### src/rtl/pong_game_ctrl.sv
// Pong game controller: start-button sync, game FSM, score/lives bookkeeping, and ball/paddle tick generation.
// Optional pause on a start press during play: define PONG_PAUSE_EN.
module pong_game_ctrl #(
    parameter int unsigned BALL_BASE    = 80000,
    parameter int unsigned BALL_STEP    = 500,
    parameter int unsigned BALL_MIN     = 20000,
    parameter int unsigned PADDLE_BASE  = 120000,
    parameter int unsigned PADDLE_STEP  = 250,
    parameter int unsigned LIVES        = 3,
    parameter int unsigned SERVE_FRAMES = 60
) (
    input  logic       CLK_50,
    input  logic       RESET,
    input  logic       start_n,
    input  logic       frame_start,
    input  logic       ball_hit,
    input  logic       ball_miss,
    output logic       ball_tick,
    output logic       paddle_tick,
    output logic       ball_reset,
    output logic [7:0] score,
    output logic [1:0] lives,
    output logic [1:0] game_state
);

    typedef enum logic [1:0] {
        ST_IDLE  = 2'd0,
        ST_SERVE = 2'd1,
        ST_PLAY  = 2'd2,
        ST_OVER  = 2'd3
    } state_e;

    localparam int unsigned FRAME_W = (SERVE_FRAMES < 2) ? 1 : $clog2(SERVE_FRAMES);
    localparam int unsigned BALL_P0 = (BALL_BASE > BALL_MIN) ? BALL_BASE : BALL_MIN;

    state_e             state_q, state_d;
    logic [7:0]         score_q, score_d;
    logic [1:0]         lives_q, lives_d;
    logic [FRAME_W-1:0] frame_q, frame_d;
    logic [2:0]         sync_q;
    logic [31:0]        ball_cnt_q, ball_cnt_d, ball_per_q, ball_per_d;
    logic [31:0]        pad_cnt_q, pad_cnt_d, pad_per_q, pad_per_d;
    logic               ball_tick_q, ball_tick_d;
    logic               pad_tick_q, pad_tick_d;
    logic               ball_reset_q, ball_reset_d;
`ifdef PONG_PAUSE_EN
    logic               paused_q, paused_d;
`endif

    logic        press_c;
    logic [31:0] ball_dec_c, ball_sub_c, ball_per_c, pad_per_c;
    logic        act_c, freeze_c, ball_run_c, pad_run_c;

    // sync_q[2] holds the previous synchronized level for falling-edge detection
    assign press_c = sync_q[2] & ~sync_q[1];

    // Score-dependent periods; the ball period clamps at BALL_MIN without wrapping
    always_comb begin
        ball_dec_c = BALL_STEP * 32'(score_q);
        ball_sub_c = (ball_dec_c >= BALL_BASE) ? 32'd0 : (BALL_BASE - ball_dec_c);
        ball_per_c = (ball_sub_c > BALL_MIN) ? ball_sub_c : BALL_MIN;
        pad_per_c  = PADDLE_BASE + PADDLE_STEP * 32'(score_q);
    end

    always_comb begin
        state_d  = state_q;
        score_d  = score_q;
        lives_d  = lives_q;
        frame_d  = frame_q;
        act_c    = 1'b1;
        freeze_c = 1'b0;
`ifdef PONG_PAUSE_EN
        paused_d = paused_q;
`endif
        case (state_q)
            ST_IDLE, ST_OVER: begin
                if (press_c) begin
                    state_d = ST_SERVE;
                    score_d = 8'd0;
                    lives_d = 2'(LIVES);
                    frame_d = '0;
                end
            end
            ST_SERVE: begin
                if (frame_start) begin
                    if (frame_q == FRAME_W'(SERVE_FRAMES - 1)) begin
                        state_d = ST_PLAY;
                        frame_d = '0;
                    end else begin
                        frame_d = frame_q + FRAME_W'(1);
                    end
                end
            end
            ST_PLAY: begin
`ifdef PONG_PAUSE_EN
                if (press_c) begin
                    paused_d = ~paused_q;
                    act_c    = 1'b0;
                end
                if (paused_q) begin
                    act_c = 1'b0;
                end
`endif
                if (act_c && ball_miss) begin
                    lives_d = lives_q - 2'd1;
                    state_d = (lives_q == 2'd1) ? ST_OVER : ST_SERVE;
                    frame_d = '0;
                end else if (act_c && ball_hit && score_q != 8'hFF) begin
                    score_d = score_q + 8'd1;
                end
            end
            default: state_d = ST_IDLE;
        endcase
`ifdef PONG_PAUSE_EN
        freeze_c = paused_q | paused_d;
`endif

        // Counters advance only when running both before and after this edge
        ball_run_c = (state_q == ST_PLAY) && (state_d == ST_PLAY) && !freeze_c;
        pad_run_c  = (state_q == ST_SERVE || state_q == ST_PLAY) &&
                     (state_d == ST_SERVE || state_d == ST_PLAY) && !freeze_c;

        ball_cnt_d = ball_cnt_q;
        ball_per_d = ball_per_q;
        if (state_d != ST_PLAY) begin
            ball_cnt_d = 32'd0;
            ball_per_d = ball_per_c;
        end else if (ball_run_c) begin
            if (ball_cnt_q == ball_per_q - 32'd1) begin
                ball_cnt_d = 32'd0;
                ball_per_d = ball_per_c;
            end else begin
                ball_cnt_d = ball_cnt_q + 32'd1;
            end
        end

        pad_cnt_d = pad_cnt_q;
        pad_per_d = pad_per_q;
        if (state_d != ST_SERVE && state_d != ST_PLAY) begin
            pad_cnt_d = 32'd0;
            pad_per_d = pad_per_c;
        end else if (pad_run_c) begin
            if (pad_cnt_q == pad_per_q - 32'd1) begin
                pad_cnt_d = 32'd0;
                pad_per_d = pad_per_c;
            end else begin
                pad_cnt_d = pad_cnt_q + 32'd1;
            end
        end

        ball_tick_d  = ball_run_c && (ball_cnt_d == ball_per_d - 32'd1);
        pad_tick_d   = pad_run_c && (pad_cnt_d == pad_per_d - 32'd1);
        ball_reset_d = (state_d != ST_PLAY);
    end

    always_ff @(posedge CLK_50) begin
        if (RESET) begin
            state_q      <= ST_IDLE;
            score_q      <= 8'd0;
            lives_q      <= 2'd0;
            frame_q      <= '0;
            sync_q       <= 3'd0;
            ball_cnt_q   <= 32'd0;
            ball_per_q   <= BALL_P0;
            pad_cnt_q    <= 32'd0;
            pad_per_q    <= PADDLE_BASE;
            ball_tick_q  <= 1'b0;
            pad_tick_q   <= 1'b0;
            ball_reset_q <= 1'b1;
`ifdef PONG_PAUSE_EN
            paused_q     <= 1'b0;
`endif
        end else begin
            state_q      <= state_d;
            score_q      <= score_d;
            lives_q      <= lives_d;
            frame_q      <= frame_d;
            sync_q       <= {sync_q[1:0], start_n};
            ball_cnt_q   <= ball_cnt_d;
            ball_per_q   <= ball_per_d;
            pad_cnt_q    <= pad_cnt_d;
            pad_per_q    <= pad_per_d;
            ball_tick_q  <= ball_tick_d;
            pad_tick_q   <= pad_tick_d;
            ball_reset_q <= ball_reset_d;
`ifdef PONG_PAUSE_EN
            paused_q     <= paused_d;
`endif
        end
    end

    assign ball_tick   = ball_tick_q;
    assign paddle_tick = pad_tick_q;
    assign ball_reset  = ball_reset_q;
    assign score       = score_q;
    assign lives       = lives_q;
    assign game_state  = state_q;

endmodule

### config.mk
export PLATFORM = sky130hd
export DESIGN_NAME = pong_game_ctrl
export DESIGN_NICKNAME = d
export VERILOG_FILES = /design/src/rtl/pong_game_ctrl.sv
export SDC_FILE = /design/constraint.sdc
export NUM_CORES = 1
export LEC_CHECK = 0
export CAP_MARGIN = 30
export CORE_ASPECT_RATIO = 1.4
export CORE_UTILIZATION = 70
export CTS_BUF_LIST = sky130_fd_sc_hd__clkbuf_8
export CTS_CLUSTER_DIAMETER = 30
export DETAILED_ROUTE_END_ITERATION = 12
export DONT_BUFFER_PORTS = 1
export GPL_TIMING_DRIVEN = 0
export PLACE_DENSITY_LB_ADDON = 0.15
export SLEW_MARGIN = 20
export SYNTH_ARGS = -nofsm -noshare
export SYNTH_HDL_FRONTEND = slang
export SYNTH_SLANG_ARGS = --single-unit
### constraint.sdc
create_clock -name CLK_50 -period 12.9 [get_ports CLK_50]
set_input_delay 2.58 -clock CLK_50 [delete_from_list [all_inputs] [get_ports CLK_50]]
set_output_delay 2.58 -clock CLK_50 [all_outputs]
set_load 0.02 [all_outputs]
# Word level (Yosys, flattened, before mapping)
# Cells that the tools add are included.
# word_totals
wordCells	94
register_bits	152
# op_classes
n_lt_le_gt_ge	2
add_sub_neg	11
mul	2
n_reduce_logical	14
eq_ne	19
mux	32
bitwise	2
# op_table
operator	count
2-to-1 mux 32 bit	14
== test 32 bit	4
subtractor 32 x 1 -> 32 bit, second input constant	4
adder 32 x 1 -> 32 bit, second input constant	2
> comparator 32 x 15 -> 1 bit, second input constant	1
multiplier 7 x 8 -> 15 bit, first input constant	2
2-to-1 mux 6 bit	4
2-to-1 mux 8 bit	3
adder 17 x 16 -> 18 bit, first input constant	1
case mux 6 bit (3 select lines)	1
subtractor 17 x 17 -> 18 bit, first input constant	1
>= comparator 17 bit, second input constant	1
case mux 8 bit (2 select lines)	1
2-to-1 mux 2 bit	7
!= test 2 bit, second input constant	6
adder 8 x 1 -> 8 bit, second input constant	1
!= test 8 bit, second input constant	1
adder 6 x 1 -> 6 bit, second input constant	1
== test 2 x 1 -> 1 bit, second input constant	3
== test 2 bit, second input constant	3
== test 6 bit, second input constant	1
logical AND 1 bit	6
case mux 2 bit (3 select lines)	1
AND reduction 3 bit	2
other kinds (10)	11

# Logic depth before layout (Yosys ltp)
# logic_depth
word_depth	12
mapped_depth	29
ltp_nobuf	26

# Worst setup path after synthesis
# OpenSTA, ideal clock, no wires.
# synth_path
kind	input-to-reg
from	in frame_start
to	reg ball_tick_q (netlist: ball_tick)
t_arrival_ps	7441
n_path_buf	5
setup_time_ps	103
path_slack_ps	5356
stages	26
cell_sequence	inv_1 -> nor2_1 -> o21ai_0 -> a21oi_1 -> o21bai_1 -> ha_1 -> and2_1 -> clkbuf_1 -> o2111ai_1 -> nor3_1 -> o211ai_1 -> nor4_1 -> and4_4 -> nor2_4 -> clkbuf_1 -> buf_1 -> clkbuf_1 -> nand2_1 -> ha_1 -> o211ai_1 -> or4_1 -> buf_2 -> o31a_1 -> or2_0 -> a211o_1 -> a2111oi_2
# synth_via
elab_chain_len	9
word_cells_on_any_way	12
cone_classes	add/sub (1); eq/ne (3); mux (6); reduce/logical (2)
# synth_lines
element	line	rtl
start: declaration	15	input logic frame_start,
2-to-1 mux 2 bit (*)	85	if (frame_start) begin
case mux 2 bit (3 select lines) (*)	75	case (state_q)
net state_d[1]	36	state_e state_q, state_d;
== test 2 bit	119	ball_run_c = (state_q == ST_PLAY) && (state_d == ST_PLAY) && !freeze_c;
logical AND 1 bit	119	
2-to-1 mux 32 bit	128	end else if (ball_run_c) begin
2-to-1 mux 32 bit	125	if (state_d != ST_PLAY) begin
subtractor 32 x 1 -> 32 bit	151	ball_tick_d = ball_run_c && (ball_cnt_d == ball_per_d - 32'd1);
== test 32 bit	151	
logical AND 1 bit (*)	151	
end signal: assignment	183	ball_tick_q <= ball_tick_d;
end: declaration	43	logic ball_tick_q, ball_tick_d;
# The timed path passes the listed nets; every way through them passes the cells marked *.
# A chain may end at the register's enable or synchronous reset.

# Worst setup path in the final report
# layout_path
from	reg pad_per_q[8]
to	reg pad_tick_q (netlist: paddle_tick)
# layout_via
elab_chain_len	8
word_cells_on_any_way	11
cone_classes	add/sub (2); eq/ne (2); mux (6); reduce/logical (1)
# layout_lines
element	line	rtl
start: declaration	42	logic [31:0] pad_cnt_q, pad_cnt_d, pad_per_q, pad_per_d;
start signal: assignment	182	pad_per_q <= pad_per_d;
subtractor 32 x 1 -> 32 bit	143	if (pad_cnt_q == pad_per_q - 32'd1) begin
== test 32 bit	143	
2-to-1 mux 32 bit	143	
2-to-1 mux 32 bit	142	end else if (pad_run_c) begin
2-to-1 mux 32 bit	139	if (state_d != ST_SERVE && state_d != ST_PLAY) begin
subtractor 32 x 1 -> 32 bit	152	pad_tick_d = pad_run_c && (pad_cnt_d == pad_per_d - 32'd1);
== test 32 bit (*)	152	
logical AND 1 bit (*)	152	
end signal: assignment	184	pad_tick_q <= pad_tick_d;
end: declaration	44	logic pad_tick_q, pad_tick_d;
# Every way passes the cells marked *; elsewhere a longest branch is shown, timed or not.

==> flow_summary.ini <==
[hold_path]
worstHoldStart = sync_q[0]$_SDFF_PP0_
hold-path-endpoint = sync_q[1]$_SDFF_PP0_
timing.hold.worst.class = reg -> reg
hold_path_depth = 1

[synth]
synth-async-reset-ratio = 0
yosysWarningCount = 0
postSynthNetCount = 1774
synthDistinctLibCells = 85
synth-seq-area-share = 0.233
synth-edff-count = 0
syn_std_cell_area_sq_um = 13100
postSynthRegisterBits = 152
avgSynthCellArea_sq_um = 7.72
ys_dominant_reg_cell = sky130_fd_sc_hd__dfxtp_1
synth_cells = 1694

[sta]
report.final.slew_viol_count = 0
tightest_slew_ps = 937
timing_hold_violations_final = 0
post_layout_min_period_ps = 9760
timing.hold.ws_ps = 452
max-slew-margin-rel = 0.370
fmax_ghz = 0.102
setup-violations-final = 0
min_period_over_period = 0.756
rsz0062_at_grt = false
fin_tns_setup_ps = 0
fin_worst_skew_ps = 22.1

[route]
post-route-drc-count = 0
post_drt_via_cell_ratio = 6.58
detail_route.first_pass.iterations = 6
drt-wirelength-per-cell_microns = 20.3
final_antenna_net_count = 0
drt-initial-drc-count = 1201
dr_total_vias = 12933
wl_microns = 39900

[global_route]
groute.layer.met3.usage = 0.0531
initial_antenna_violation_count = 0
globalRouteOverflowTotal = 0
grt_max_degree = 19
grt_util_all_layers = 0.418
gr-usage-met2 = 0.731
vias_in_the_first_global_route = 12379
grt_peak_use_layer = met2
grt_util_met1 = 0.464
wire_length_of_the_first_global_routing_pass_microns = 63400

[worst_setup_path]
crit_type = reg -> reg
cp-start-kind = flop
worst_r2r_path_depth = 25
top_fanout_value_on_the_critical_path = 10
crit_required_ps = 13260
critical_path.reg2reg.startpoint = pad_per_q[8]$_SDFF_PP0_
end_kind = flop
cp.arrival_ps = 10110
worst-r2r-setup-slack_ps = 3140
crit-reg2reg-capture = paddle_tick$_SDFF_PP0_

[clock_tree]
clk_pin_slew_ps = 100
tritoncts.num_buffers = 17
clock_latency_ps = 490
htreeDepth = 4
cts_buffer_depth = 2
cts_repair_resize_count = 0
clock_sinks = 152
holdBufCountCts = 0
cts_post_setup_buffers_inserted = 0
cts_tree = done
root_buffer = sky130_fd_sc_hd__clkbuf_8

[floorplanning]
dieArea_sq_um = 19200
rows = 58
die_y_microns = 164
ioPinCount = 21
horiz_die_dim_microns = 118
floorplan.core_area_sq_um = 18100
start_util = 0.721

[job]
drv_cap = 0

[placement]
numPortBuffers = 0
placed_area_sq_um = 13400
gp_congestion = 1.02
half_perimeter_wire_length_of_the_detailed_placement_result_microns = 31400

[finish]
layout.nets = 1793
postLayoutCellArea_sq_um = 13800
layout-drive-gt1-share = 0.0446
synthToLayoutAreaGrowth_pct = 5.61
antennaDiodeCount = 0
final_util = 0.762

[power_and_ir_drop]
power_density_nw_per_um2 = 72.1
power_leakage_nw = 5.17
total_power_w = 0.000996
max-vdd-ir-drop_v = 0.0000855

[status]
status = complete, no violations
==> worst max-delay path: stages, from the launching register on <==
cell                        delay (ps)
sky130_fd_sc_hd__dfxtp_1           310
sky130_fd_sc_hd__clkbuf_1          200
sky130_fd_sc_hd__nor4_1            810
sky130_fd_sc_hd__nand4_1           440
sky130_fd_sc_hd__nor4_1            830
sky130_fd_sc_hd__nand3b_1          230
sky130_fd_sc_hd__nor3b_1           200
sky130_fd_sc_hd__o2111a_1          280
sky130_fd_sc_hd__a31oi_1           500
sky130_fd_sc_hd__buf_2             340
sky130_fd_sc_hd__buf_2             330
sky130_fd_sc_hd__clkbuf_1          530
sky130_fd_sc_hd__buf_1             530
sky130_fd_sc_hd__clkbuf_1          550
sky130_fd_sc_hd__a21oi_1           190
sky130_fd_sc_hd__ha_1              310
sky130_fd_sc_hd__nand2_1           190
sky130_fd_sc_hd__xnor2_1           160
sky130_fd_sc_hd__xnor2_1           110
sky130_fd_sc_hd__a2111oi_0         610
sky130_fd_sc_hd__o21ai_0           230
sky130_fd_sc_hd__a2111oi_0         470
sky130_fd_sc_hd__o2111a_1          310
sky130_fd_sc_hd__nand4_1            90
sky130_fd_sc_hd__or4_1             530
sky130_fd_sc_hd__nor4_1            320
==> stage by stage <==
stage,instances,worst slack [ps]
3_3_place_gp,1934,3240
6_report,1966,3140
4_1_cts,1966,3530
2_1_floorplan,1694,5360
5_1_grt,1966,2610
3_5_place_dp,1934,3270
==> layer usage <==
metal / wire [microns] / up-vias / share of wire
li1: - / 6052 / -
met1: 15100 / 6031 / 0.38
met2: 19200 / 626 / 0.48
met3: 2400 / 224 / 0.060
met4: 3220 / 0 / 0.081
met5: 0 / - / 0
==> flip-flops by register name, summed over array words and instances, names as in the netlist <==
name         flops
ball_tick        1
frame_q          6
score            8
pad_cnt_q       32
game_state       2
ball_per_q      32
lives            2
sync_q           3
paddle_tick      1
pad_per_q       32
ball_reset       1
ball_cnt_q      32
==> layout by cell type, fill, tap and decap left out, types with 55 or more instances in the layout <==
cell and count:
sky130_fd_sc_hd__nand2_1 117, sky130_fd_sc_hd__nor3_1 58, sky130_fd_sc_hd__xnor2_1 166, sky130_fd_sc_hd__clkbuf_1 79, sky130_fd_sc_hd__dfxtp_1 152, sky130_fd_sc_hd__o21ai_0 55, sky130_fd_sc_hd__xor2_1 98, sky130_fd_sc_hd__nor2_1 200
sky130_fd_sc_hd__a21oi_1 80, sky130_fd_sc_hd__inv_1 72
==> final cells by class <==
class | instances | area [sq um]
Sequential cell | 152 | 3040
Clock inverter | 15 | 195
Buffer | 94 | 369
Multi-Input combinational cell | 1375 | 9400
Fill cell | 1460 | 4320
Tap cell | 240 | 300
Clock buffer | 17 | 234
Inverter | 73 | 274
==> worst max-delay path by stage <==
| stage | from | to | cells after the start |
|---|---|---|---|
| final | pad_per_q[8]$_SDFF_PP0_ | paddle_tick$_SDFF_PP0_ | 25 |
| after global routing | pad_per_q[8]$_SDFF_PP0_ | paddle_tick$_SDFF_PP0_ | 25 |
| after CTS | pad_per_q[8]$_SDFF_PP0_ | paddle_tick$_SDFF_PP0_ | 25 |
| after detailed placement | frame_start | paddle_tick$_SDFF_PP0_ | 24 |
| after global placement | frame_start | paddle_tick$_SDFF_PP0_ | 24 |
| after floorplan | frame_start | ball_tick$_SDFF_PP0_ | 26 |
==> power by group <==
part | internal, W | switching, W | leakage, nW
logic | 0.0000338 | 0.0000793 | 3.73
registers | 0.000474 | 0.00000699 | 1.23
clock network | 0.000168 | 0.000235 | 0.215
==> cell usage after synthesis, drive strengths merged, types with 7 or more instances <==
| library cell | number | area share |
|---|---|---|
| a2111oi | 10 | 0.0073 |
| a211o | 10 | 0.0067 |
| a211oi | 9 | 0.0052 |
| a21o | 13 | 0.0075 |
| a21oi | 81 | 0.031 |
| a22oi | 11 | 0.0063 |
| a31oi | 15 | 0.0072 |
| and2 | 30 | 0.014 |
| and3 | 30 | 0.014 |
| and4 | 9 | 0.0062 |
| buf | 15 | 0.0055 |
| clkbuf | 79 | 0.023 |
| dfxtp | 152 | 0.23 |
| fa | 21 | 0.032 |
| ha | 53 | 0.051 |
| inv | 73 | 0.021 |
| mux2i | 18 | 0.014 |
| nand2 | 117 | 0.034 |
| nand2b | 19 | 0.0091 |
| nand3 | 43 | 0.016 |
| nand4 | 32 | 0.015 |
| nor2 | 201 | 0.058 |
| nor2b | 22 | 0.011 |
| nor3 | 58 | 0.022 |
| nor3b | 15 | 0.0086 |
| nor4 | 32 | 0.016 |
| o2111a | 8 | 0.0069 |
| o211ai | 14 | 0.0084 |
| o21ai | 58 | 0.022 |
| o22ai | 16 | 0.0077 |
| o2bb2ai | 7 | 0.0052 |
| o31ai | 11 | 0.0063 |
| or2 | 13 | 0.0062 |
| or3 | 27 | 0.013 |
| or4 | 23 | 0.014 |
| xnor2 | 166 | 0.11 |
| xor2 | 98 | 0.066 |
==> kinds of logic (layout without fill, tap and decap cells) <==
family,after synthesis,after routing,share of synthesized area
multiplexers,22,22,0.0172
AO/OA/AOI/OAI,327,327,0.171
flip-flops,152,152,0.233
AND/OR/NAND/NOR,688,688,0.270
buffers and inverters,167,199,0.0492
XOR/XNOR,264,264,0.177
adder cells (fa/ha/maj),74,74,0.0828
(Power assumes the default switching activity.)
